`config.mk`:
```
export PLATFORM = sky130hd
export DESIGN_NAME = fetch_stage
export DESIGN_NICKNAME = d
export VERILOG_FILES = /design/src/rtl/fetch_stage_pkg.sv /design/src/rtl/fetch_stage.sv
export SDC_FILE = /design/constraint.sdc
export NUM_CORES = 1
export LEC_CHECK = 0
export BUFFER_PORTS_ARGS = -buffer_cell sky130_fd_sc_hd__clkbuf_2
export CAP_MARGIN = 20
export CORE_MARGIN = 2
export CORE_UTILIZATION = 30
export DETAILED_ROUTE_END_ITERATION = 12
export PLACE_DENSITY = 0.51
export SETUP_SLACK_MARGIN = 0.4
export SLEW_MARGIN = 0
export SYNTH_ARGS = -nofsm -noshare
export SYNTH_HDL_FRONTEND = slang
export SYNTH_SLANG_ARGS = --single-unit
export TNS_END_PERCENT = 50
```
`constraint.sdc`:
```
create_clock -name i_clk -period 6.6 [get_ports i_clk]
set_input_delay 0.66 -clock i_clk [delete_from_list [all_inputs] [get_ports i_clk]]
set_output_delay 0.66 -clock i_clk [all_outputs]
set_load 0.05 [all_outputs]
```
`src/rtl/fetch_stage_pkg.sv`:
```
// Shared types and constants for the instruction-fetch stage.
package fetch_stage_pkg;

  localparam int unsigned FETCH_INSTR_W = 32;
  localparam int unsigned FETCH_PC_W    = 32;

  // addi x0,x0,0: decodes with regWrite=0, so bubbles need no gating in ID
  localparam logic [FETCH_INSTR_W-1:0] INSTR_NOP = 32'h0000_0013;

  typedef enum logic [1:0] {
    FETCH_S_RESET   = 2'd0,
    FETCH_S_FETCH   = 2'd1,
    FETCH_S_WAIT_ID = 2'd2,
    FETCH_S_KILL    = 2'd3
  } fetch_state_e;

  function automatic logic [FETCH_PC_W-1:0] fetch_align(input logic [FETCH_PC_W-1:0] a);
    return a & ~FETCH_PC_W'(3);
  endfunction

endpackage

```
`src/rtl/fetch_stage.sv`:
```
// Instruction fetch with IF/ID register and one-entry skid buffer.
// One outstanding imem request; redirects squash all wrong-path work.
module fetch_stage
  import fetch_stage_pkg::*;
#(
  parameter logic [FETCH_PC_W-1:0] RESET_PC   = 32'h0000_0000,
  parameter int unsigned           INSTR_SIZE = FETCH_INSTR_W
) (
  input  logic                  i_clk,
  input  logic                  i_rst,
  input  logic                  i_stall,
  input  logic                  i_flush,
  input  logic                  i_redirect_valid,
  input  logic [FETCH_PC_W-1:0] i_redirect_pc,
  output logic                  o_imem_req,
  output logic [FETCH_PC_W-1:0] o_imem_addr,
  input  logic                  i_imem_rvalid,
  input  logic [INSTR_SIZE-1:0] i_imem_rdata,
  output logic                  o_id_valid,
  output logic [INSTR_SIZE-1:0] o_id_instr,
  output logic [FETCH_PC_W-1:0] o_id_pc
);

  localparam logic [INSTR_SIZE-1:0] NOP = INSTR_SIZE'(INSTR_NOP);

  fetch_state_e            r_state;
  logic [FETCH_PC_W-1:0]   r_fetch_pc;
  logic [FETCH_PC_W-1:0]   r_redir_pc;
  logic [INSTR_SIZE-1:0]   r_buf_instr;
  logic                    r_req;
  logic                    r_id_valid;
  logic [INSTR_SIZE-1:0]   r_id_instr;
  logic [FETCH_PC_W-1:0]   r_id_pc;

  logic [FETCH_PC_W-1:0]   w_redir_pc;
  logic [FETCH_PC_W-1:0]   w_pc_inc;
  logic                    w_load;
  logic [INSTR_SIZE-1:0]   w_instr;
  logic [FETCH_PC_W-1:0]   w_pc;

  assign w_redir_pc = fetch_align(i_redirect_pc);
  assign w_pc_inc   = r_fetch_pc + FETCH_PC_W'(4);

  // Candidate IF/ID payload; the skid entry's pc is still fetch_pc in S_WAIT_ID
  always_comb begin
    w_load  = 1'b0;
    w_instr = NOP;
    w_pc    = '0;
    if (r_state == FETCH_S_FETCH && i_imem_rvalid) begin
      w_load  = 1'b1;
      w_instr = i_imem_rdata;
      w_pc    = r_fetch_pc;
    end else if (r_state == FETCH_S_WAIT_ID) begin
      w_load  = 1'b1;
      w_instr = r_buf_instr;
      w_pc    = r_fetch_pc;
    end
  end

  always_ff @(posedge i_clk or posedge i_rst) begin
    if (i_rst) begin
      r_state     <= FETCH_S_RESET;
      r_fetch_pc  <= RESET_PC;
      r_redir_pc  <= '0;
      r_buf_instr <= NOP;
      r_req       <= 1'b0;
    end else begin
      case (r_state)
        FETCH_S_RESET: begin
          r_state <= FETCH_S_FETCH;
          r_req   <= 1'b1;
        end
        FETCH_S_FETCH: begin
          if (i_redirect_valid) begin
            if (i_imem_rvalid) begin
              r_fetch_pc <= w_redir_pc;
            end else begin
              r_redir_pc <= w_redir_pc;
              r_state    <= FETCH_S_KILL;
            end
          end else if (i_imem_rvalid) begin
            if (!i_stall && !i_flush) begin
              r_fetch_pc <= w_pc_inc;
            end else begin
              r_buf_instr <= i_imem_rdata;
              r_state     <= FETCH_S_WAIT_ID;
              r_req       <= 1'b0;
            end
          end
        end
        FETCH_S_WAIT_ID: begin
          if (i_redirect_valid) begin
            r_fetch_pc <= w_redir_pc;
            r_state    <= FETCH_S_FETCH;
            r_req      <= 1'b1;
          end else if (!i_stall && !i_flush) begin
            r_fetch_pc <= w_pc_inc;
            r_state    <= FETCH_S_FETCH;
            r_req      <= 1'b1;
          end
        end
        FETCH_S_KILL: begin
          // Wait out the in-flight response, then jump to the latest target
          if (i_imem_rvalid) begin
            r_fetch_pc <= i_redirect_valid ? w_redir_pc : r_redir_pc;
            r_state    <= FETCH_S_FETCH;
          end else if (i_redirect_valid) begin
            r_redir_pc <= w_redir_pc;
          end
        end
        default: begin
          r_state <= FETCH_S_RESET;
          r_req   <= 1'b0;
        end
      endcase
    end
  end

  // IF/ID register: redirect/flush bubble, stall holds, else load or bubble
  always_ff @(posedge i_clk or posedge i_rst) begin
    if (i_rst) begin
      r_id_valid <= 1'b0;
      r_id_instr <= NOP;
      r_id_pc    <= '0;
    end else if (i_redirect_valid || i_flush) begin
      r_id_valid <= 1'b0;
      r_id_instr <= NOP;
      r_id_pc    <= '0;
    end else if (!i_stall) begin
      r_id_valid <= w_load;
      r_id_instr <= w_instr;
      r_id_pc    <= w_pc;
    end
  end

  assign o_imem_req  = r_req;
  assign o_imem_addr = r_fetch_pc;
  assign o_id_valid  = r_id_valid;
  assign o_id_instr  = r_id_instr;
  assign o_id_pc     = r_id_pc;

endmodule

```
==> run_results.csv <==
group,metric,value,unit
outcome,outcome,"completed",
drt,via_count,6025,
place,pre_cts_ws,3.27,ns
die,die_h,162,microns
setup_path,cp.required,6.87,ns
power_and_ir_drop,ir_drop,0.131,mV
min_path,hp-class,"in -> async",
logic_synthesis,ys_seq_elements,164,
setup_path,crit_arrival,3.15,ns
clocking,root_buffer,"clkbuf_16",
setup_path,crit_type,"in -> reg",
grt,grt_max_degree,57,
clocking,ctsHoldBuffers,0,
layout,fin_nets,918,
die,io_pins,168,
logic_synthesis,synth_edf_count,0,
sta,drv_slew,0,
power_and_ir_drop,power-per-cell-area,335,mW/mm^2
logic_synthesis,async_flop_share,100,%
sta,finalWorstPathRequiredPeriod,2.88,ns
logic_synthesis,netlist-cell-type-count,52,
die,fp.dieW,162,microns
sta,rsz0062_at_grt,"false",
drt,first_iter_violations,346,
layout,mostFrequentLayoutCells,"clkbuf_2 (165), dfrtp_1 (158), nand2_1 (81), o21ai_0 (81), mux2_2 (59)",
sta,setup_viol,0,
layout,area_delta_synth_final,22.7,%
setup_path,crit_top_cell,"buf_4",
grt,grt_pass1_vias,5684,
die,coreArea,0.0244,sq mm
place,io_buffers,165,
drt,drtPass1Iterations,4,
clocking,post_cts_buffers,0,
grt,grt_overflow,0,
clocking,clk_pin_slew_worst_paths,0.07,ns
clocking,cts.sinks,164,
place,gp_congestion,0.748,
clocking,cts_buffer_depth,2,
layout,seq_area,0.00411,sq mm
sta,tns,0,ns
power_and_ir_drop,power_frac_clock,32.3,%
setup_path,cp-start-kind,"input port",
logic_synthesis,yosysSeqAreaShare,55.1,%
layout,antenna_cells,0,
power_and_ir_drop,p_leak,4.22,nW
layout,drive_gt1_share,33.1,%
drt,wl_per_cell,18.3,microns
setup_path,cp_slowest_stage_delay,0.62,ns
logic_synthesis,synth_area,0.00747,sq mm
clocking,numCtsBuffers,17,
die,start_util,30.6,%
logic_synthesis,synth_nets,775,
grt,grt_pass1_wl,33.9,mm
die,die_area,0.0262,sq mm
clocking,cts_tree,"built",
drt,drt-total-wl,21.6,mm
logic_synthesis,synth_warnings,0,
clocking,insertion_delay,0.43,ns
setup_path,cp_top_family,"buffers and inverters",
sta,timing.fmax,0.347,GHz
setup_path,end_kind,"register",
sta,max_slew_margin,35.1,%
sta,tightest_slew,0.972,ns
power_and_ir_drop,p_seq_share,43.8,%
sta,period_share,43.6,%
setup_path,cp.buffers_inverters,4,
layout,multi_input_area,0.00311,sq mm
grt,grt_use_total,16.6,%
layout,layout_commonest_cell,"clkbuf_2",
sta,finalClockSkew,0.0204,ns
setup_path,critPathMaxFanout,52,
setup_path,crit_slowest_cell,"nand2_1",
drt,drc,0,
run,drv_cap,0,
power_and_ir_drop,power.internal,1.96,mW
clocking,ctsResizeCount,0,
sta,finalHoldViolCount,0,
die,rows,57,
drt,viasPerCell,5.09,
drt,ant_nets,0,
logic_synthesis,syn_inst,704,
layout,n_fill_cell,2499,
power_and_ir_drop,switching_power,1.10,mW
power_and_ir_drop,swShare,36.0,%
place,dpl.hpwl,13.9,mm
power_and_ir_drop,pwr-share-comb,23.9,%
clocking,htreeDepth,4,
logic_synthesis,synthFlopType,"dfrtp_1",
logic_synthesis,synth_area_per_cell,10.6,sq um
setup_path,path_cells,"clkbuf_2, buf_4, inv_1, nand2_1, buf_4, nor2_1, a221oi_1, o21ai_0",
grt,grt_antenna_before_repair,1,
sta,fin_ws,3.72,ns
## synthesized netlist by cell type (all sizes together) (4+ instances only)
master,instances,area [sq um]
a21oi,23,115
a221oi,5,43.8
a22o,29,254
a22oi,32,240
a31oi,10,62.6
a41oi,4,35.0
and2,4,25.0
and3,19,119
buf,20,105
clkbuf,34,128
dfrtp,158,3950
dfstp,6,158
inv,9,33.8
mux2,62,698
mux2i,7,70.1
nand2,81,304
nand3,12,65.1
nand4,7,50.1
nor2,40,150
nor3,5,25.0
o211ai,6,45.0
o21ai,91,455
## path summary, 6_finish.rpt
kind | slack, ns | startpoint | end | cells after the start
max reg2reg | 3.85 | r_state[1]$_DFFE_PP0P_ | o_imem_addr[31]$_DFFE_PP0P_ | 6
min in group i_clk | 0.47 | i_imem_rdata[26] | r_buf_instr[26]$_DFFE_PP0P_ | 2
min | 0.27 | i_rst | o_id_pc[5]$_DFFE_PP0P_ | 2
max | 3.72 | i_redirect_valid | o_imem_addr[9]$_DFFE_PP0P_ | 8
max in group asynchronous | 5.14 | i_rst | o_imem_req$_DFFE_PP0P_ | 3
min reg2reg | 0.48 | o_id_valid$_DFFE_PP0P_ | o_id_valid$_DFFE_PP0P_ | 2
## flip-flops by register name, indices dropped and copies added, names as in the netlist
register and flops:
o_imem_addr 32, o_id_instr 32, r_redir_pc 32, o_imem_req 1, o_id_valid 1, o_id_pc 32, r_state 2, r_buf_instr 32
## power by group through the flow
| stage | clock, mW | sequential [mW] | combinational (mW) |
|---|---|---|---|
| 2_1_floorplan | 0 | 1.54 | 0.327 |
| 3_3_place_gp | 0 | 1.36 | 0.734 |
| 3_5_place_dp | 0 | 1.36 | 0.741 |
| 4_1_cts | 1.02 | 1.34 | 0.744 |
| 5_1_grt | 1.06 | 1.37 | 0.797 |
| 6_report | 0.990 | 1.34 | 0.734 |
## through the flow
stage               cell area [sq um]  power (mW)  util, %  hold slack (ns)  instances
floorplan                        7470        1.87        -            0.453        704
global placement                 8580        2.09     35.2            0.462       1151
detailed placement               8580        2.10     35.2            0.466       1151
CTS                              9160        3.10     37.5            0.300       1183
global route                     9160        3.23     37.6            0.318       1184
finish                           9160        3.07     37.6            0.272       1184
## metal layers
| layer | vias to the layer above | routed length, microns | track usage (%) |
|---|---|---|---|
| met5 | - | 13 | 0 |
| met4 | 2 | 228 | 4.47 |
| met3 | 15 | 987 | 3.68 |
| met2 | 127 | 9960 | 25.1 |
| met1 | 3019 | 10400 | 24.0 |
| li1 | 2862 | - | - |
## cell type report
type / count / share of cell area [%]
sequential: 164 / 44.9
multi-input combinational: 477 / 33.9
timing repair buffer: 178 / 10.1
clock buffer: 20 / 4.98
tap: 324 / 4.42
clock inverter: 12 / 1.28
inverter: 9 / 0.423
## cells by family (layout without fill, tap and decap cells)
family                     after synthesis  after routing  share of synthesized area, %
and+or+nand+nor                        185            185                          11.8
AOI/OAI and AO/OA                      222            222                          19.1
muxes                                   69             69                          10.3
DFF                                    164            164                          55.1
buffers and inverters                   63            219                          3.57
adders and majority gates                1              1                         0.168
(Power assumes the default switching activity.)
